[src/rtl/seg7_scan_driver_pkg.sv]
// Shared constants for the 7-segment scan driver.
// Active-high glyphs {g,f,e,d,c,b,a}, seg bus bit positions, blank value.
package seg7_scan_driver_pkg;

    localparam int NIB_W = 4;
    localparam int SEG_W = 8;
    localparam int GLYPH_W = 7;

    // seg bus layout {dp,g,f,e,d,c,b,a}
    localparam int SEG_A_BIT  = 0;
    localparam int SEG_G_BIT  = 6;
    localparam int SEG_DP_BIT = 7;

    localparam logic [GLYPH_W-1:0] SEG_0 = 7'h3F;
    localparam logic [GLYPH_W-1:0] SEG_1 = 7'h06;
    localparam logic [GLYPH_W-1:0] SEG_2 = 7'h5B;
    localparam logic [GLYPH_W-1:0] SEG_3 = 7'h4F;
    localparam logic [GLYPH_W-1:0] SEG_4 = 7'h66;
    localparam logic [GLYPH_W-1:0] SEG_5 = 7'h6D;
    localparam logic [GLYPH_W-1:0] SEG_6 = 7'h7D;
    localparam logic [GLYPH_W-1:0] SEG_7 = 7'h07;
    localparam logic [GLYPH_W-1:0] SEG_8 = 7'h7F;
    localparam logic [GLYPH_W-1:0] SEG_9 = 7'h6F;
    localparam logic [GLYPH_W-1:0] SEG_A = 7'h77;
    localparam logic [GLYPH_W-1:0] SEG_B = 7'h7C;
    localparam logic [GLYPH_W-1:0] SEG_C = 7'h39;
    localparam logic [GLYPH_W-1:0] SEG_D = 7'h5E;
    localparam logic [GLYPH_W-1:0] SEG_E = 7'h79;
    localparam logic [GLYPH_W-1:0] SEG_F = 7'h71;

    // All segments and dp dark, active-high sense
    localparam logic [SEG_W-1:0] SEG_OFF = 8'h00;

    typedef struct packed {
        logic                dp;
        logic [GLYPH_W-1:0]  glyph;
    } seg_t;

endpackage

[src/rtl/seg7_hex_decoder.sv]
// Hex nibble to active-high 7-segment glyph, purely combinational.
// Ports: nib (4b hex value) -> glyph ({g,f,e,d,c,b,a}).
module seg7_hex_decoder
    import seg7_scan_driver_pkg::*;
(
    input  logic [NIB_W-1:0]   nib,
    output logic [GLYPH_W-1:0] glyph
);

    always_comb begin
        glyph = SEG_0;
        unique case (nib)
            4'h0: glyph = SEG_0;
            4'h1: glyph = SEG_1;
            4'h2: glyph = SEG_2;
            4'h3: glyph = SEG_3;
            4'h4: glyph = SEG_4;
            4'h5: glyph = SEG_5;
            4'h6: glyph = SEG_6;
            4'h7: glyph = SEG_7;
            4'h8: glyph = SEG_8;
            4'h9: glyph = SEG_9;
            4'hA: glyph = SEG_A;
            4'hB: glyph = SEG_B;
            4'hC: glyph = SEG_C;
            4'hD: glyph = SEG_D;
            4'hE: glyph = SEG_E;
            4'hF: glyph = SEG_F;
            default: glyph = SEG_0;
        endcase
    end

endmodule

[src/rtl/seg7_scan_driver.sv]
// Time-multiplexed N-digit 7-segment driver with per-frame input snapshot
// and anti-ghosting guard gap.
// Ports: clk, rst (sync, active-high); data (4b per digit), dp_in, digit_en
// in; an_out (digit select), seg_out ({dp,g..a}), frame_tick (frame start).
module seg7_scan_driver
    import seg7_scan_driver_pkg::*;
#(
    parameter int N_DIGITS   = 8,
    parameter int CLK_DIV    = 100000,
    parameter int GUARD      = 16,
    parameter int ACTIVE_LOW = 1
) (
    input  logic                      clk,
    input  logic                      rst,
    input  logic [NIB_W*N_DIGITS-1:0] data,
    input  logic [N_DIGITS-1:0]       dp_in,
    input  logic [N_DIGITS-1:0]       digit_en,
    output logic [N_DIGITS-1:0]       an_out,
    output logic [SEG_W-1:0]          seg_out,
    output logic                      frame_tick
);

    localparam int IDX_W = (N_DIGITS > 1) ? $clog2(N_DIGITS) : 1;
    localparam int CNT_W = $clog2(CLK_DIV);

    localparam logic [CNT_W-1:0] CNT_MAX = CNT_W'(CLK_DIV - 1);
    localparam logic [IDX_W-1:0] IDX_MAX = IDX_W'(N_DIGITS - 1);

    // Output polarity mask: XOR with all-ones flips to active-low
    localparam logic POL = (ACTIVE_LOW != 0);
    localparam logic [N_DIGITS-1:0] AN_POL  = {N_DIGITS{POL}};
    localparam logic [SEG_W-1:0]    SEG_POL = {SEG_W{POL}};

    // Scan position
    logic [CNT_W-1:0] cnt;
    logic [IDX_W-1:0] idx;
    logic             slot_end;
    logic             frame_end;
    logic             in_guard;

    // Snapshot of the inputs taken at each frame boundary
    logic [NIB_W-1:0]    sh_nib [N_DIGITS];
    logic [N_DIGITS-1:0] sh_dp;
    logic [N_DIGITS-1:0] sh_en;

    // Current-digit view of the snapshot
    logic [NIB_W-1:0]    cur_nib;
    logic                cur_dp;
    logic                cur_en;
    logic [GLYPH_W-1:0]  cur_glyph;

    // Active-high next values for the output registers
    logic [N_DIGITS-1:0] an_hi;
    seg_t                seg_hi;

    assign slot_end  = (cnt == CNT_MAX);
    assign frame_end = slot_end && (idx == IDX_MAX);

    generate
        if (GUARD == 0) begin : g_noguard
            assign in_guard = 1'b0;
        end else begin : g_guard
            localparam logic [CNT_W-1:0] GUARD_C = CNT_W'(GUARD);
            assign in_guard = (cnt < GUARD_C);
        end
    endgenerate

    // Prescaler and digit index
    always_ff @(posedge clk) begin
        if (rst) begin
            cnt <= '0;
            idx <= '0;
        end else if (slot_end) begin
            cnt <= '0;
            idx <= (idx == IDX_MAX) ? '0 : idx + 1'b1;
        end else begin
            cnt <= cnt + 1'b1;
        end
    end

    // Shadow registers: inputs are only observed on the frame boundary,
    // so a value change mid-frame never tears the displayed number.
    always_ff @(posedge clk) begin
        if (rst) begin
            for (int i = 0; i < N_DIGITS; i++) begin
                sh_nib[i] <= '0;
            end
            sh_dp <= '0;
            sh_en <= '0;
        end else if (frame_end) begin
            for (int i = 0; i < N_DIGITS; i++) begin
                sh_nib[i] <= data[NIB_W*i +: NIB_W];
            end
            sh_dp <= dp_in;
            sh_en <= digit_en;
        end
    end

    assign cur_nib = sh_nib[idx];
    assign cur_dp  = sh_dp[idx];
    assign cur_en  = sh_en[idx];

    seg7_hex_decoder u_dec (
        .nib   (cur_nib),
        .glyph (cur_glyph)
    );

    // Anode is held dark at the start of each slot so the previous
    // digit's segments never flash on the new digit.
    always_comb begin
        an_hi  = '0;
        seg_hi = SEG_OFF;
        if (cur_en) begin
            seg_hi.glyph = cur_glyph;
            seg_hi.dp    = cur_dp;
            if (!in_guard) begin
                an_hi[idx] = 1'b1;
            end
        end
    end

    // Registered, polarity-corrected outputs
    always_ff @(posedge clk) begin
        if (rst) begin
            an_out     <= AN_POL;
            seg_out    <= SEG_OFF ^ SEG_POL;
            frame_tick <= 1'b0;
        end else begin
            an_out     <= an_hi ^ AN_POL;
            seg_out    <= seg_hi ^ SEG_POL;
            frame_tick <= frame_end;
        end
    end

endmodule

[config.mk]
export PLATFORM = sky130hd
export DESIGN_NAME = seg7_scan_driver
export DESIGN_NICKNAME = d
export VERILOG_FILES = /design/src/rtl/seg7_scan_driver_pkg.sv /design/src/rtl/seg7_hex_decoder.sv /design/src/rtl/seg7_scan_driver.sv
export SDC_FILE = /design/constraint.sdc
export NUM_CORES = 1
export LEC_CHECK = 0
export ABC_AREA = 1
export CORE_ASPECT_RATIO = 0.5
export CORE_UTILIZATION = 58
export DETAILED_ROUTE_END_ITERATION = 12
export PLACE_DENSITY = 0.86
export SYNTH_ARGS = -nofsm -noshare
export SYNTH_HDL_FRONTEND = slang
export SYNTH_SLANG_ARGS = --single-unit
export TNS_END_PERCENT = 100
[constraint.sdc]
create_clock -name clk -period 3.08 [get_ports clk]
set_input_delay 0.77 -clock clk [delete_from_list [all_inputs] [get_ports clk]]
set_output_delay 0.77 -clock clk [all_outputs]
set_load 0.02 [all_outputs]
==> reports/results.txt <==
The proportion of synthesized flip-flops having asynchronous set or reset is 0%, and the count of unique library cells instantiated by Yosys is 34. Endpoint type of the worst setup path: a register. The half-perimeter wire length of the detailed placement result came out at 5992 um. The post-route clock skew is 0.006799 ns, and the routed wirelength normalized by instance count is 14.32 um. Wires add up to 9708 um. The number of ports placed on the die boundary is 67, and the cell depth of the worst flop-to-flop path is 10. In this run the tightest slew margin relative to its limit is 65.86%.

For this design the ratio of total power to cell area is 467.3 mW/mm^2. The largest net degree at the start of global routing is 38, and the portion of the clock cycle consumed by the worst path in the final layout is 73.94%. STA classifies the critical path startpoint as a primary input.

Setup repair after global routing left no endpoint under its margin. TritonCTS created 9 clock buffers. After Yosys synthesis, XOR and XNOR cells account for 1.051% of the synthesized area. Setup violations remaining at the end of the flow were counted as 0. The placer congestion estimate was 0.8910.

Maximum clock insertion buffer count: 2. The tools report the count of synthesis-stage warnings from yosys as 0. The tools report the final-report max-slew violation count as 0. The largest total area in the synthesized netlist belongs to dfxtp_1. At the worst endpoint, the arrival time is 2.48 ns.

The worst hold path terminates at cnt[0]$_SDFF_PP0_. The filler cells instantiated in the layout total 464. The overall die height is 61.93 um. The start point of the critical path was rst. The cell area that synthesis handed to floorplanning was 0.004166 mm^2. The average footprint of a synthesized cell was 8.122 um^2. Worst reg2reg path endpoint: seg_out[6]$_SDFF_PP1_. The number of nets produced by synthesis was 572; the final net count was 640. The highest net fanout along the worst path works out to 15.

Leaving out filler cells and counting taps, the final layout contains 678. The synthesized netlist devotes 2.703% of its cell area to adder and majority cells. Yosys mapped a number of flops with a built-in enable equal to 32. For the worst-skew pair, the clock arrives at the later sink with an insertion delay of 0.34 ns.

In this run the number of H-tree levels came out at 3. Count of antenna-violating nets left after detailed routing: 0. The flip-flop and latch count after synthesis came out at 88. Clock tree root driver cell: clkbuf_16. The critical path is of the primary input to register type. The library cell used most frequently in the layout, excluding fill and tap cells, is nand2_1.

Among all flip-flop cells after synthesis, the most frequent one is dfxtp_1. The global router's overall resource usage was 27.32%; the die width was 121.9 um. The run gives 0.006805 mm^2 as the core region area. The combinational family with the most area after synthesis was simple AND/OR/NAND/NOR gates.

The area added between synthesis and finish came out at 24.44%. Of the post-synthesis cell area, the part taken by muxes is 0%. Once the clock tree was built, the setup fixing pass inserted 0 buffers. Synthesis produced 513 cells. The tools report the wire length of the first global-routing pass as 15450 um.

In the final layout, the share of cells above drive strength 1 is 9.044%. The clock drives 88 sinks. Based on the critical path, the design can be clocked at up to 439.1 MHz.

The synthesized netlist devotes 31.14% of its cell area to simple gates. Once the floorplan was initialized, standard cells occupied 61.22% of the core. In the routed layout, each cell is associated on average with a via count of 5.254. The port buffer count was 66; the final sum of negative setup slack was 0 ns. After clock tree synthesis, the repair step resized 0 gates. The logs give 5 for the number of iterations in the first detailed-routing pass and 3400 for the via count of the first global-routing pass. Setup slack on the worst reg-to-reg path comes out at 0.87 ns.

The transition time at the pin with the least slew margin was 0.5082 ns; the number of cells on the worst hold path was 1. Cts-stage hold buffer count: 0. The run finished with clean final reports. In the routed design, unresolved DRC markers number 0. The clock-pin slew reported for the worst setup and hold paths after clock tree synthesis came out at 0.06 ns. The number of max-cap violations came out at 0.

In the layout the commonest cells are 118 x nand2_1, 92 x inv_1, 66 x clkdlybuf4s50_1, 62 x nand3_1, 56 x dfxtp_1. The synthesized netlist devotes 4.174% of its cell area to compound gates. Of the post-synthesis cell area, the dominant cell type holds 26.91%.

TritonCTS built the clock tree. After the first detailed-routing iteration, the DRC count stood at 342. By area the synthesized netlist is led by dfxtp_1 27%, edfxtp_1 23%, nand2_1 11%, inv_1 8.3%, nand3_1 7.4%. The run gives 0 as the total count of hold-check failures in the final report.

Across the VDD grid, the largest voltage drop is 317.2 uV. The logs give 0 for the number of antenna violations at the first check in global routing and 3562 for the vias after detailed routing. The final global-route overflow total is 0.

The floorplan row count is 21. The worst hold path begins at cnt[0]$_SDFF_PP0_. The tools report the portion of the post-synthesis area used by sequential elements as 49.97%. The logs give 0 for the number of antenna cells inserted and 2.232 nW for the cell leakage power.

The total placed cells including tap cells is 662, and the area of the die is 0.007547 mm^2. The worst hold path belongs to the class register to register. For the finished layout, the period the worst path requires is 2.277 ns. The tools report the required arrival time at the worst endpoint as 3.28 ns.
==> through the flow <==
stage	worst slack [ns]	total power, mW	hold slack, ns	util [%]	area, um^2
after floorplan	1.113	1.319	0.4175	-	4167
after CTS	0.8566	2.435	0.4487	76.19	5185
after global placement	0.6754	1.397	0.4268	71.93	4895
final	0.8026	2.423	0.4451	76.19	5185
after detailed placement	0.5990	1.400	0.4341	71.93	4895
after global routing	0.6659	2.501	0.4888	76.19	5185
==> cell usage after synthesis (all sizes together) (5+ instances only) <==
cell / count
buf: 11
inv: 97
nand4: 6
nand2: 122
nor3: 11
xor2: 5
a21oi: 9
o21ai: 11
ha: 9
o211ai: 6
dfxtp: 56
edfxtp: 32
nor2: 66
nand3: 62
==> power breakdown <==
part           internal, mW  switching, mW  total [mW]  leakage, nW
Sequential             1.23        0.00751        1.23        0.775
Combinational        0.0773         0.0701       0.147         1.32
Clock                 0.595          0.447        1.04        0.142
Total                  1.90          0.525        2.42         2.23
==> logic make-up after synthesis <==
| group | after synthesis |
|---|---|
| adders and majority gates | 9 |
| buffers and inverters | 110 |
| and+or+nand+nor | 271 |
| DFF | 88 |
| xor gates and xnor gates | 5 |
| AOI/OAI and AO/OA | 30 |
==> sequential cells by signal, summed over array words and instances, names as in the netlist, named ones only <==
name	count
sh_dp	8
idx	3
cnt	17
frame_tick	1
an_out	8
sh_nib	32
sh_en	8
seg_out	8
==> critical path, cell delays in order <==
cell             delay, ns
clkdlybuf4s50_1       0.52
inv_1                 0.44
nand2_1               0.14
nor3_1                0.47
nand2_1               0.13
==> per-layer routing <==
metal / GRT usage, % / wire (um) / vias up
met4: 14.29 / 289 / 0
li1: - / - / 1746
met5: 0 / 0 / -
met2: 50.52 / 4842 / 120
met1: 30.26 / 4042 / 1669
met3: 7.208 / 534 / 27
==> worst max-delay path by stage <==
stage / to / slack, ns / cells after the start
3_3_place_gp: seg_out[5]$_SDFF_PP1_ / 0.68 / 5
6_report: an_out[4]$_SDFF_PP1_ / 0.80 / 5
5_1_grt: seg_out[1]$_SDFF_PP1_ / 0.67 / 11
4_1_cts: an_out[4]$_SDFF_PP1_ / 0.86 / 5
2_1_floorplan: sh_nib[0][0]$_SDFFCE_PN0P_ / 1.11 / 6
3_5_place_dp: seg_out[4]$_SDFF_PP1_ / 0.60 / 5
==> final cells by class <==
| cell class | instances | area [um^2] | area share, % |
|---|---|---|---|
| clock buffer | 10 | 250.2 | 4.826 |
| clock inverter | 6 | 40.04 | 0.7722 |
| inverter | 97 | 366.6 | 7.070 |
| multi-input combinational | 315 | 1628 | 31.39 |
| sequential | 88 | 2082 | 40.15 |
| tap | 92 | 115.1 | 2.220 |
| timing repair buffer | 70 | 703.2 | 13.56 |
No activity file was read; power rests on OpenSTA's default activity.
